$ cat src/rtl/matmul_seq_ctrl_if.sv
// rtl/matmul_seq_ctrl_if.sv - host command, operand memory and PCPI signal bundle
interface matmul_seq_ctrl_if #(
   parameter int MEM_AW = 8
);
   // host job command
   logic              cmd_valid;
   logic              cmd_ready;
   logic [MEM_AW-1:0] cmd_base;
   logic [3:0]        cmd_mask;

   // operand memory read port
   logic              mem_rd_en;
   logic [MEM_AW-1:0] mem_addr;
   logic [15:0]       mem_rdata;

   // coprocessor instruction port
   logic              pcpi_valid;
   logic [31:0]       pcpi_insn;
   logic              pcpi_ready;
   logic              pcpi_wait;

   // job status
   logic              done;
   logic              err;

   // controller side
   modport master (
      input  cmd_valid, cmd_base, cmd_mask, mem_rdata, pcpi_ready, pcpi_wait,
      output cmd_ready, mem_rd_en, mem_addr, pcpi_valid, pcpi_insn, done, err
   );

   // host / memory / coprocessor side
   modport slave (
      output cmd_valid, cmd_base, cmd_mask, mem_rdata, pcpi_ready, pcpi_wait,
      input  cmd_ready, mem_rd_en, mem_addr, pcpi_valid, pcpi_insn, done, err
   );
endinterface

$ cat src/rtl/matmul_seq_ctrl.sv
// rtl/matmul_seq_ctrl.sv - operand load and start/run/clear sequencer for a PCPI matmul coprocessor
module matmul_seq_ctrl #(
   parameter int MEM_AW  = 8,
   parameter int TIMEOUT = 64
) (
   input logic              clk,
   input logic              rst,
   matmul_seq_ctrl_if.master bus
);

   typedef enum logic [2:0] {
      IDLE,
      FETCH,
      LOAD,
      START,
      RUN,
      CLEAR,
      DONE
   } state_t;

   localparam logic [6:0] OPCODE   = 7'b0001011;
   localparam logic [2:0] F3_WRITE = 3'b000;
   localparam logic [2:0] F3_START = 3'b111;
   localparam logic [2:0] F3_CLEAR = 3'b101;
   localparam logic [7:0] RUN_LAST = 8'(TIMEOUT - 1);

   // Operand groups: A 0..8, B 9..17, bias 18..26, threshold 27.
   function automatic logic [1:0] group_of(input int a);
      if (a < 9)       return 2'd0;
      else if (a < 18) return 2'd1;
      else if (a < 27) return 2'd2;
      else             return 2'd3;
   endfunction

   // Lowest enabled operand address at or above 'from'; bit 5 flags a hit.
   function automatic logic [5:0] next_enabled(input logic [4:0] from, input logic [3:0] mask);
      logic [5:0] res;
      res = '0;
      for (int a = 27; a >= 0; a--) begin
         if ((5'(a) >= from) && mask[group_of(a)]) begin
            res = {1'b1, 5'(a)};
         end
      end
      return res;
   endfunction

   function automatic logic [31:0] make_insn(input logic [2:0] f3, input logic [4:0] addr,
                                             input logic [15:0] value);
      return {1'b0, value, f3, addr, OPCODE};
   endfunction

   state_t            state;
   logic [MEM_AW-1:0] base_q;
   logic [3:0]        mask_q;
   logic [4:0]        k;
   logic [7:0]        run_cnt;
   // LOAD/START: 0 on the first cycle (capture / valid gap), 1 while the insn is offered
   logic              phase;

   logic              cmd_ready_q;
   logic              mem_rd_en_q;
   logic [MEM_AW-1:0] mem_addr_q;
   logic              pcpi_valid_q;
   logic [31:0]       pcpi_insn_q;
   logic              done_q;
   logic              err_q;

   logic [5:0]        first_en;
   logic [5:0]        next_en;

   // Address search for job start (from the live command) and for advancing k.
   always_comb begin
      first_en = next_enabled(5'd0, bus.cmd_mask);
      next_en  = next_enabled(k + 5'd1, mask_q);
   end

   // Sequencer: one state register, all outputs registered.
   always_ff @(posedge clk) begin
      if (rst) begin
         state        <= IDLE;
         base_q       <= '0;
         mask_q       <= '0;
         k            <= '0;
         run_cnt      <= '0;
         phase        <= 1'b0;
         cmd_ready_q  <= 1'b1;
         mem_rd_en_q  <= 1'b0;
         mem_addr_q   <= '0;
         pcpi_valid_q <= 1'b0;
         pcpi_insn_q  <= '0;
         done_q       <= 1'b0;
         err_q        <= 1'b0;
      end else begin
         case (state)
            IDLE: begin
               if (bus.cmd_valid && cmd_ready_q) begin
                  base_q      <= bus.cmd_base;
                  mask_q      <= bus.cmd_mask;
                  err_q       <= 1'b0;
                  cmd_ready_q <= 1'b0;
                  phase       <= 1'b0;
                  if (first_en[5]) begin
                     k           <= first_en[4:0];
                     mem_rd_en_q <= 1'b1;
                     mem_addr_q  <= bus.cmd_base + MEM_AW'(first_en[4:0]);
                     state       <= FETCH;
                  end else begin
                     k     <= '0;
                     state <= START;
                  end
               end
            end

            FETCH: begin
               mem_rd_en_q <= 1'b0;
               phase       <= 1'b0;
               state       <= LOAD;
            end

            LOAD: begin
               if (!phase) begin
                  // memory data is valid in this first LOAD cycle
                  phase        <= 1'b1;
                  pcpi_valid_q <= 1'b1;
                  pcpi_insn_q  <= make_insn(F3_WRITE, k, bus.mem_rdata);
               end else if (bus.pcpi_ready) begin
                  pcpi_valid_q <= 1'b0;
                  pcpi_insn_q  <= '0;
                  phase        <= 1'b0;
                  if (next_en[5]) begin
                     k           <= next_en[4:0];
                     mem_rd_en_q <= 1'b1;
                     mem_addr_q  <= base_q + MEM_AW'(next_en[4:0]);
                     state       <= FETCH;
                  end else begin
                     state <= START;
                  end
               end
            end

            START: begin
               // first cycle keeps valid low so a preceding write is separated
               if (!phase) begin
                  phase        <= 1'b1;
                  pcpi_valid_q <= 1'b1;
                  pcpi_insn_q  <= make_insn(F3_START, 5'd0, 16'd0);
               end else if (bus.pcpi_ready) begin
                  phase        <= 1'b0;
                  pcpi_valid_q <= 1'b0;
                  pcpi_insn_q  <= '0;
                  run_cnt      <= '0;
                  state        <= RUN;
               end
            end

            RUN: begin
               run_cnt <= run_cnt + 8'd1;
               // the first RUN cycle may still show the START handshake, so it is ignored
               if ((run_cnt != 8'd0) && bus.pcpi_ready && !bus.pcpi_wait) begin
                  pcpi_valid_q <= 1'b1;
                  pcpi_insn_q  <= make_insn(F3_CLEAR, 5'd0, 16'd0);
                  state        <= CLEAR;
               end else if (run_cnt == RUN_LAST) begin
                  err_q        <= 1'b1;
                  pcpi_valid_q <= 1'b1;
                  pcpi_insn_q  <= make_insn(F3_CLEAR, 5'd0, 16'd0);
                  state        <= CLEAR;
               end
            end

            CLEAR: begin
               if (bus.pcpi_ready) begin
                  pcpi_valid_q <= 1'b0;
                  pcpi_insn_q  <= '0;
                  done_q       <= 1'b1;
                  state        <= DONE;
               end
            end

            DONE: begin
               done_q      <= 1'b0;
               cmd_ready_q <= 1'b1;
               state       <= IDLE;
            end

            default: begin
               state       <= IDLE;
               cmd_ready_q <= 1'b1;
            end
         endcase
      end
   end

   assign bus.cmd_ready  = cmd_ready_q;
   assign bus.mem_rd_en  = mem_rd_en_q;
   assign bus.mem_addr   = mem_addr_q;
   assign bus.pcpi_valid = pcpi_valid_q;
   assign bus.pcpi_insn  = pcpi_insn_q;
   assign bus.done       = done_q;
   assign bus.err        = err_q;

endmodule

$ cat src/flat_wrapper.sv
// flat-port wrapper written by rule: the top's interface ports become plain ports
module matmul_seq_ctrl_flat 
#(
   parameter int MEM_AW  = 8,
   parameter int TIMEOUT = 64
)
  (clk, rst, bus_cmd_valid, bus_cmd_base, bus_cmd_mask, bus_mem_rdata, bus_pcpi_ready, bus_pcpi_wait, bus_cmd_ready, bus_mem_rd_en, bus_mem_addr, bus_pcpi_valid, bus_pcpi_insn, bus_done, bus_err);
  matmul_seq_ctrl_if #(.MEM_AW(MEM_AW)) bus_i ();
  input logic clk;
  input logic rst;
  input wire logic [$bits(bus_i.cmd_valid)-1:0] bus_cmd_valid;
  input wire logic [$bits(bus_i.cmd_base)-1:0] bus_cmd_base;
  input wire logic [$bits(bus_i.cmd_mask)-1:0] bus_cmd_mask;
  input wire logic [$bits(bus_i.mem_rdata)-1:0] bus_mem_rdata;
  input wire logic [$bits(bus_i.pcpi_ready)-1:0] bus_pcpi_ready;
  input wire logic [$bits(bus_i.pcpi_wait)-1:0] bus_pcpi_wait;
  output wire logic [$bits(bus_i.cmd_ready)-1:0] bus_cmd_ready;
  output wire logic [$bits(bus_i.mem_rd_en)-1:0] bus_mem_rd_en;
  output wire logic [$bits(bus_i.mem_addr)-1:0] bus_mem_addr;
  output wire logic [$bits(bus_i.pcpi_valid)-1:0] bus_pcpi_valid;
  output wire logic [$bits(bus_i.pcpi_insn)-1:0] bus_pcpi_insn;
  output wire logic [$bits(bus_i.done)-1:0] bus_done;
  output wire logic [$bits(bus_i.err)-1:0] bus_err;
  assign bus_i.cmd_valid = bus_cmd_valid;
  assign bus_i.cmd_base = bus_cmd_base;
  assign bus_i.cmd_mask = bus_cmd_mask;
  assign bus_i.mem_rdata = bus_mem_rdata;
  assign bus_i.pcpi_ready = bus_pcpi_ready;
  assign bus_i.pcpi_wait = bus_pcpi_wait;
  assign bus_cmd_ready = bus_i.cmd_ready;
  assign bus_mem_rd_en = bus_i.mem_rd_en;
  assign bus_mem_addr = bus_i.mem_addr;
  assign bus_pcpi_valid = bus_i.pcpi_valid;
  assign bus_pcpi_insn = bus_i.pcpi_insn;
  assign bus_done = bus_i.done;
  assign bus_err = bus_i.err;
  matmul_seq_ctrl #(.MEM_AW(MEM_AW), .TIMEOUT(TIMEOUT)) u_core (.clk(clk), .rst(rst), .bus(bus_i));
endmodule
$ cat config.mk
export PLATFORM = sky130hd
export DESIGN_NAME = matmul_seq_ctrl_flat
export DESIGN_NICKNAME = d
export VERILOG_FILES = /design/src/rtl/matmul_seq_ctrl_if.sv /design/src/rtl/matmul_seq_ctrl.sv /design/src/flat_wrapper.sv
export SDC_FILE = /design/constraint.sdc
export NUM_CORES = 1
export LEC_CHECK = 0
export ABC_AREA = 1
export CAP_MARGIN = 30
export CORE_UTILIZATION = 35
export DETAILED_ROUTE_END_ITERATION = 8
export DONT_BUFFER_PORTS = 1
export GPL_ROUTABILITY_DRIVEN = 0
export PLACE_DENSITY = 0.6
export SYNTH_ARGS = -nofsm -noshare
export SYNTH_HDL_FRONTEND = slang
export SYNTH_SLANG_ARGS = --single-unit
export TNS_END_PERCENT = 50
$ cat constraint.sdc
create_clock -name clk -period 6.1 [get_ports clk]
set_input_delay 1.22 -clock clk [delete_from_list [all_inputs] [get_ports clk]]
set_output_delay 1.22 -clock clk [all_outputs]
set_load 0.02 [all_outputs]
# --- After elaboration in Yosys (flattened, before gate mapping) ---
# Index checks and enable logic that the tools add are counted.
word_totals:
  regBits: 74
  input_bits: 33
  output_inout_bits: 45
  wordCells: 204
classes:
  n_addsub: 4
  n_lt_le_gt_ge: 28
  n_eq_ne: 18
  n_mux: 84
  n_bitwise: 1
  n_reduce_logical: 56
op_table:
  columns: ["operator", "n"]
  rows:
  - ["6-bit two-way mux", 32]
  - ["32-bit two-way mux", 5]
  - ["32-bit case mux with 4 select lines", 1]
  - ["5-bit greater-or-equal comparator (first input constant)", 12]
  - ["8-bit two-way mux", 7]
  - ["4-bit by 5-bit greater-or-equal comparator with 1-bit output (first input constant)", 8]
  - ["8-bit case mux with 2 select lines", 2]
  - ["1-bit logical AND", 31]
  - ["5-bit two-way mux", 5]
  - ["3-bit two-way mux", 8]
  - ["3-bit by 5-bit greater-or-equal comparator with 1-bit output (first input constant)", 4]
  - ["3-bit case mux with 6 select lines", 1]
  - ["8-bit by 5-bit adder with 8-bit output", 2]
  - ["1-bit two-way mux", 14]
  - ["2-bit by 1-bit inequality test with 1-bit output (second input constant)", 6]
  - ["2-bit AND reduction", 6]
  - ["6-bit AND reduction", 2]
  - ["1-bit by 5-bit greater-or-equal comparator with 1-bit output (first input constant)", 2]
  - ["2-bit by 5-bit greater-or-equal comparator with 1-bit output (first input constant)", 2]
  - ["5-bit case mux with 2 select lines", 1]
  - ["3-bit == test (second input constant)", 3]
  - ["1-bit case mux with 3 select lines", 3]
  - ["3-bit nonzero test", 3]
  - ["8-bit by 1-bit adder with 8-bit output (second input constant)", 1]
  - ["20 further kinds", 30]

# --- Logic depth before layout (Yosys ltp) ---
depth:
  word_depth: 36
  mapped_depth: 39
  mapped_depth_nobuf: 39

# --- Least setup slack after synthesis ---
# No wires, ideal clock.
synth_path:
  path_type: "register -> register"
  startpoint: "reg u_core.k[1]"
  endpoint: "reg u_core.mem_addr_q[6], in the netlist u_core.bus.mem_addr[6]"
  setup_time_ns: 0.132
  arrival_time_ns: 3.577
  t_required_ns: 5.968
  setup_slack_ns: 2.391
  stages_incl_launch_ff: 35
  synth_period_minus_slack_ns: 3.709
  cell_sequence: "dfxtp_1 > inv_1 > ha_1 > inv_1 > nand2_1 > a21oi_1 > o21ai_0 > nand2_1 > nand2_1 > nand2_1 > nand2_1 > nand2_1 > nand2_1 > nand2_1 > nand2_1 > nand2_1 > nand2_1 > nand2_1 > nand2_1 > nand2_1 > nand2_1 > a21oi_1 > ha_1 > inv_1 > fa_1 > o21ai_0 > inv_1 > nor2_1 > inv_1 > a21oi_1 > a21oi_1 > o21ai_0 > o21ai_0 > nand2_1 > a21oi_1"
synth_between:
  elab_chain_len: 36
synth_rtl:
  columns: ["item", "line", "source"]
  rows:
  - ["from (decl)", "matmul_seq_ctrl.sv:55", "logic [4:0] k;"]
  - ["from (signal assigned)", "matmul_seq_ctrl.sv:103", "k <= first_en[4:0];"]
  - ["from (signal assigned)", "matmul_seq_ctrl.sv:131", "k <= next_en[4:0];"]
  - ["5-bit by 1-bit adder with 5-bit output *", "matmul_seq_ctrl.sv:74", "next_en = next_enabled(k + 5'd1, mask_q);"]
  - ["5-bit greater-or-equal comparator", "matmul_seq_ctrl.sv:40", "if ((5'(a) >= from) && mask[group_of(a)]) begin"]
  - ["1-bit logical AND", "matmul_seq_ctrl.sv:40", null]
  - ["6-bit two-way mux (27 in a row)", "matmul_seq_ctrl.sv:40", null]
  - ["6-bit two-way mux *", "matmul_seq_ctrl.sv:40", null]
  - ["8-bit by 5-bit adder with 8-bit output", "matmul_seq_ctrl.sv:133", "mem_addr_q <= base_q + MEM_AW'(next_en[4:0]);"]
  - ["8-bit two-way mux", "matmul_seq_ctrl.sv:130", "if (next_en[5]) begin"]
  - ["8-bit two-way mux", "matmul_seq_ctrl.sv:126", "end else if (bus.pcpi_ready) begin"]
  - ["8-bit two-way mux", "matmul_seq_ctrl.sv:121", "if (!phase) begin"]
  - ["8-bit case mux with 2 select lines", "matmul_seq_ctrl.sv:94", "case (state)"]
  - ["to (signal assigned)", "matmul_seq_ctrl.sv:105", "mem_addr_q <= bus.cmd_base + MEM_AW'(first_en[4:0]);"]
  - ["to (signal assigned)", "matmul_seq_ctrl.sv:133", null]
  - ["to (decl)", "matmul_seq_ctrl.sv:62", "logic [MEM_AW-1:0] mem_addr_q;"]
# Every way passes the cells marked *; elsewhere a longest branch is shown, timed or not. The select of a mux whose other input is x is not followed.
# A chain may end at the register's enable or synchronous reset.

# --- Worst setup path after layout ---
layout_path:
  startpoint: "reg u_core.k[0]"
  endpoint: "reg u_core.mem_addr_q[6], in the netlist u_core.bus.mem_addr[6]"
# The elaborated chain is that of the path after synthesis.

==> results.rst <==
.. list-table::
   :header-rows: 1

   * - Metric
     - Value
   * - Antenna-violating nets left
     - 0
   * - Final Net Count
     - approximately 650
   * - Design area
     - 4670 sq um
   * - Worst IR drop on VDD
     - about 0.23 mV
   * - Part of the total power dissipated in sequential elements
     - 29.7%
   * - CTS Sinks
     - 74
   * - Achievable frequency
     - between 0.2 and 0.25 GHz
   * - Synthesized area
     - roughly 4200 sq um
   * - Number of hold violations in the final report
     - 0
   * - Starting Density
     - between 30 and 40%
   * - CP startpoint kind
     - register
   * - Type of the tightest min-delay check
     - register to register
   * - CTS buffer count
     - 9
   * - Pin count of the biggest net entering global routing
     - 40
   * - Number of max-capacitance violations reported
     - 0
   * - # Post-CTS Setup Buffers
     - 0
   * - Detailed-route wire length
     - 10.6 mm
   * - Top cells by area in the synthesized netlist
     - dfxtp_1 35%, nand2_1 10%, a21oi_1 8.3%
   * - P_leak
     - approximately 1.9 nW
   * - Fraction of final layout cells with drive strength greater than 1
     - 8.70%
   * - Routed length per instance
     - about 14 um
   * - Most area-hungry cell type in the Yosys netlist
     - dfxtp_1
   * - Fin crit period
     - between 4000 and 5000 ps
   * - Vias in the first global route
     - 3768
   * - H-tree depth reported by CTS
     - 3
   * - Critical path data arrival time
     - between 4000 and 5000 ps
   * - Number of top-level pins
     - 78
   * - Largest fanout of any net on the critical path
     - 14
   * - Clock network fraction of total power
     - between 20% and 30%
   * - Switching part of the total power
     - a little under half
   * - Leading post-synthesis cells by instance count
     - 115 x nand2_1, 74 x dfxtp_1, 72 x inv_1, 70 x a21oi_1, 63 x nor2_1
   * - Worst endpoint required time
     - roughly 6300 ps
   * - Area after DPL
     - about 4300 sq um
   * - Synth-to-Final Area Change
     - 10.5%
   * - Worst rel slew slack
     - between 30 and 40%
   * - CP dominant cell by count
     - nand2_1
   * - Comb pwr share
     - between 40% and 50%
   * - Number of antenna cells inserted
     - 0
   * - Hold Worst Slack
     - ~500 ps
   * - Setup slack, reg-to-reg
     - 1800 ps
   * - Global-route wire length before repair
     - between 15 and 20 mm
   * - Via density per instance
     - 5.30
   * - DRC violations left
     - 0
   * - Congestion Overflow GR
     - 0
   * - Total negative setup slack
     - 0 ps
   * - Most numerous cell in the Yosys netlist
     - nand2_1
   * - Final Skew
     - between 6 and 7 ps
   * - R2R cell count
     - 33
   * - Final number of setup-violating endpoints
     - 0
   * - Number of cells in the finished layout apart from fillers
     - between 700 and 800
   * - Critical path class
     - register to register
   * - Antenna violations before repair
     - 0
   * - Ratio of final minimum period to clock period
     - between 70% and 80%
   * - Setup repair after global routing missed its margin
     - false
   * - Register area
     - ~1500 sq um
   * - Count of flip-flops with a built-in enable after synthesis
     - 0
   * - CTS-repair resized insts
     - 0
   * - Hold buffers post-CTS
     - 0
   * - Clock-pin slew on the worst setup and hold paths
     - about 60 ps
   * - Half-perimeter wire length of the detailed placement result
     - approximately 7.7 mm
   * - Pwr/cell area
     - about 560 nW/um^2
   * - Syn_area_per_cell
     - slightly below 7 sq um
   * - Pre-antenna DRT Iters
     - 5
   * - Cell type of the slowest stage on the worst timing path
     - dfxtp_1
   * - Sequential share of the synthesized area
     - about a third
   * - Number of synthesized register bits
     - 74
   * - Area share of the largest cell type after synthesis
     - between 30% and 40%
   * - Filler cell count
     - 1188
   * - Power spent charging and discharging nets
     - 0.00123 W
   * - Standard-cell rows
     - 39
   * - CP Capture Type
     - register
   * - Syn_nets
     - about 660
   * - Global-route total usage across every layer
     - between 15 and 20%
   * - Inst Count DP
     - ~740
   * - Die Y
     - 112 um
   * - Proportion of synthesized flip-flops having asynchronous set or reset
     - 0%
   * - Number of port buffers
     - 0
   * - Core outline area
     - about 12000 sq um
   * - Starting DRT DRC Count
     - roughly 220
   * - Area enclosed by the die boundary
     - roughly 13000 sq um
   * - Slew of the pin with the lowest slew margin
     - 902 ps
   * - Area of combinational cells with multiple inputs
     - between 2000 and 2500 sq um
   * - Cell at the root of the clock tree
     - clkbuf_16
   * - Insertion delay to the later sink of the worst-skew pair
     - around 340 ps
   * - Clock Tree Buf Depth
     - 2
   * - Cell depth of the worst min-delay path
     - 2
   * - Final number of max-transition violations
     - 0
   * - Horizontal extent of the die
     - 112 um
   * - Synth unique cells
     - 46
   * - Warnings from Yosys
     - 0
   * - CTS tree
     - done
   * - Run status
     - finished, final reports clean
   * - Via count
     - 3983
   * - Design internal power
     - approximately 0.0014 W
   * - Maximum cell stage delay along the critical path
     - 620 ps
   * - Synthesized instance count
     - 613
   * - Most used DFF post-synth
     - dfxtp_1
==> cell families after synthesis <==
kind of cell             count (synthesis)  synth area share (%)
flip-flops                              74                  35.1
adder cells (fa/ha/maj)                 16                  5.09
AND/OR/NAND/NOR                        270                  29.3
buffers and inverters                  103                  9.80
AO/OA/AOI/OAI                          144                  19.5
XOR/XNOR                                 6                  1.24
==> worst max-delay path: cells and delay by family, from the launching register on <==
kind | cells | cell delay [ps]
AO/OA/AOI/OAI | 9 | 1110
adder cells (fa/ha/maj) | 3 | 940
buffers and inverters | 4 | 430
flip-flops | 1 | 620
AND/OR/NAND/NOR | 17 | 1090
==> layer usage <==
layer  global-route usage [%]  up-vias  part of all wire, %
met4                     9.28        0                  2.9
li1                         -     2021                    -
met2                     30.0       91                   49
met3                     4.41       26                  5.5
met5                        0        -                    0
met1                     20.0     1845                   42
==> power by group through the flow <==
stage	clock network, W	logic (W)	registers (W)
6_report	0.000617	0.00122	0.000777
5_1_grt	0.000651	0.00139	0.000791
4_1_cts	0.000631	0.00122	0.000777
3_5_place_dp	0	0.00121	0.000787
3_3_place_gp	0	0.00119	0.000786
2_1_floorplan	0	0.000999	0.000747
==> registers in the layout (all words and copies together) (netlist names) <==
signal and cells:
u_core.mask_q 4, u_core.state 3, u_core.bus.mem_rd_en 1, u_core.bus.cmd_ready 1, u_core.k 5, u_core.bus.pcpi_valid 1
u_core.base_q 8, u_core.bus.done 1, u_core.bus.pcpi_insn 32, u_core.run_cnt 8, u_core.phase 1, u_core.bus.err 1
u_core.bus.mem_addr 8
==> cells in the final DEF, fill, tap and decap left out, drive strengths merged, types with 6 or more instances in the layout <==
cell type and n:
nand2 124, nor3 6, clkbuf 9, dfxtp 74, ha 14, o21ai 47, nor2 66, a21oi 74
nand3 60, inv 83
==> path summary, 6_finish.rpt <==
kind               startpoint                endpoint
max reg2reg       u_core.k[0]  u_core.bus.mem_addr[6]
min reg2reg  u_core.mask_q[0]        u_core.mask_q[0]
min          u_core.mask_q[0]        u_core.mask_q[0]
max               u_core.k[0]  u_core.bus.mem_addr[6]
==> stage by stage <==
step           utilization [%]  worst slack (ps)  power [W]
2_1_floorplan                -              2390    0.00175
3_3_place_gp              37.2              1940    0.00198
3_5_place_dp              37.2              1850    0.00200
4_1_cts                   40.2              1820    0.00263
5_1_grt                   40.2              1250    0.00283
6_report                  40.2              1800    0.00261
==> area by class of cell <==
cell class | instances | share of cell area, %
repair buffers | 2 | 0.322
well taps | 143 | 3.83
inverters | 81 | 6.67
clock buffers | 9 | 4.82
multi-input cells | 436 | 50.0
flip-flops and latches | 74 | 31.7
clock inverters | 7 | 2.65
(Power assumes the default switching activity.)
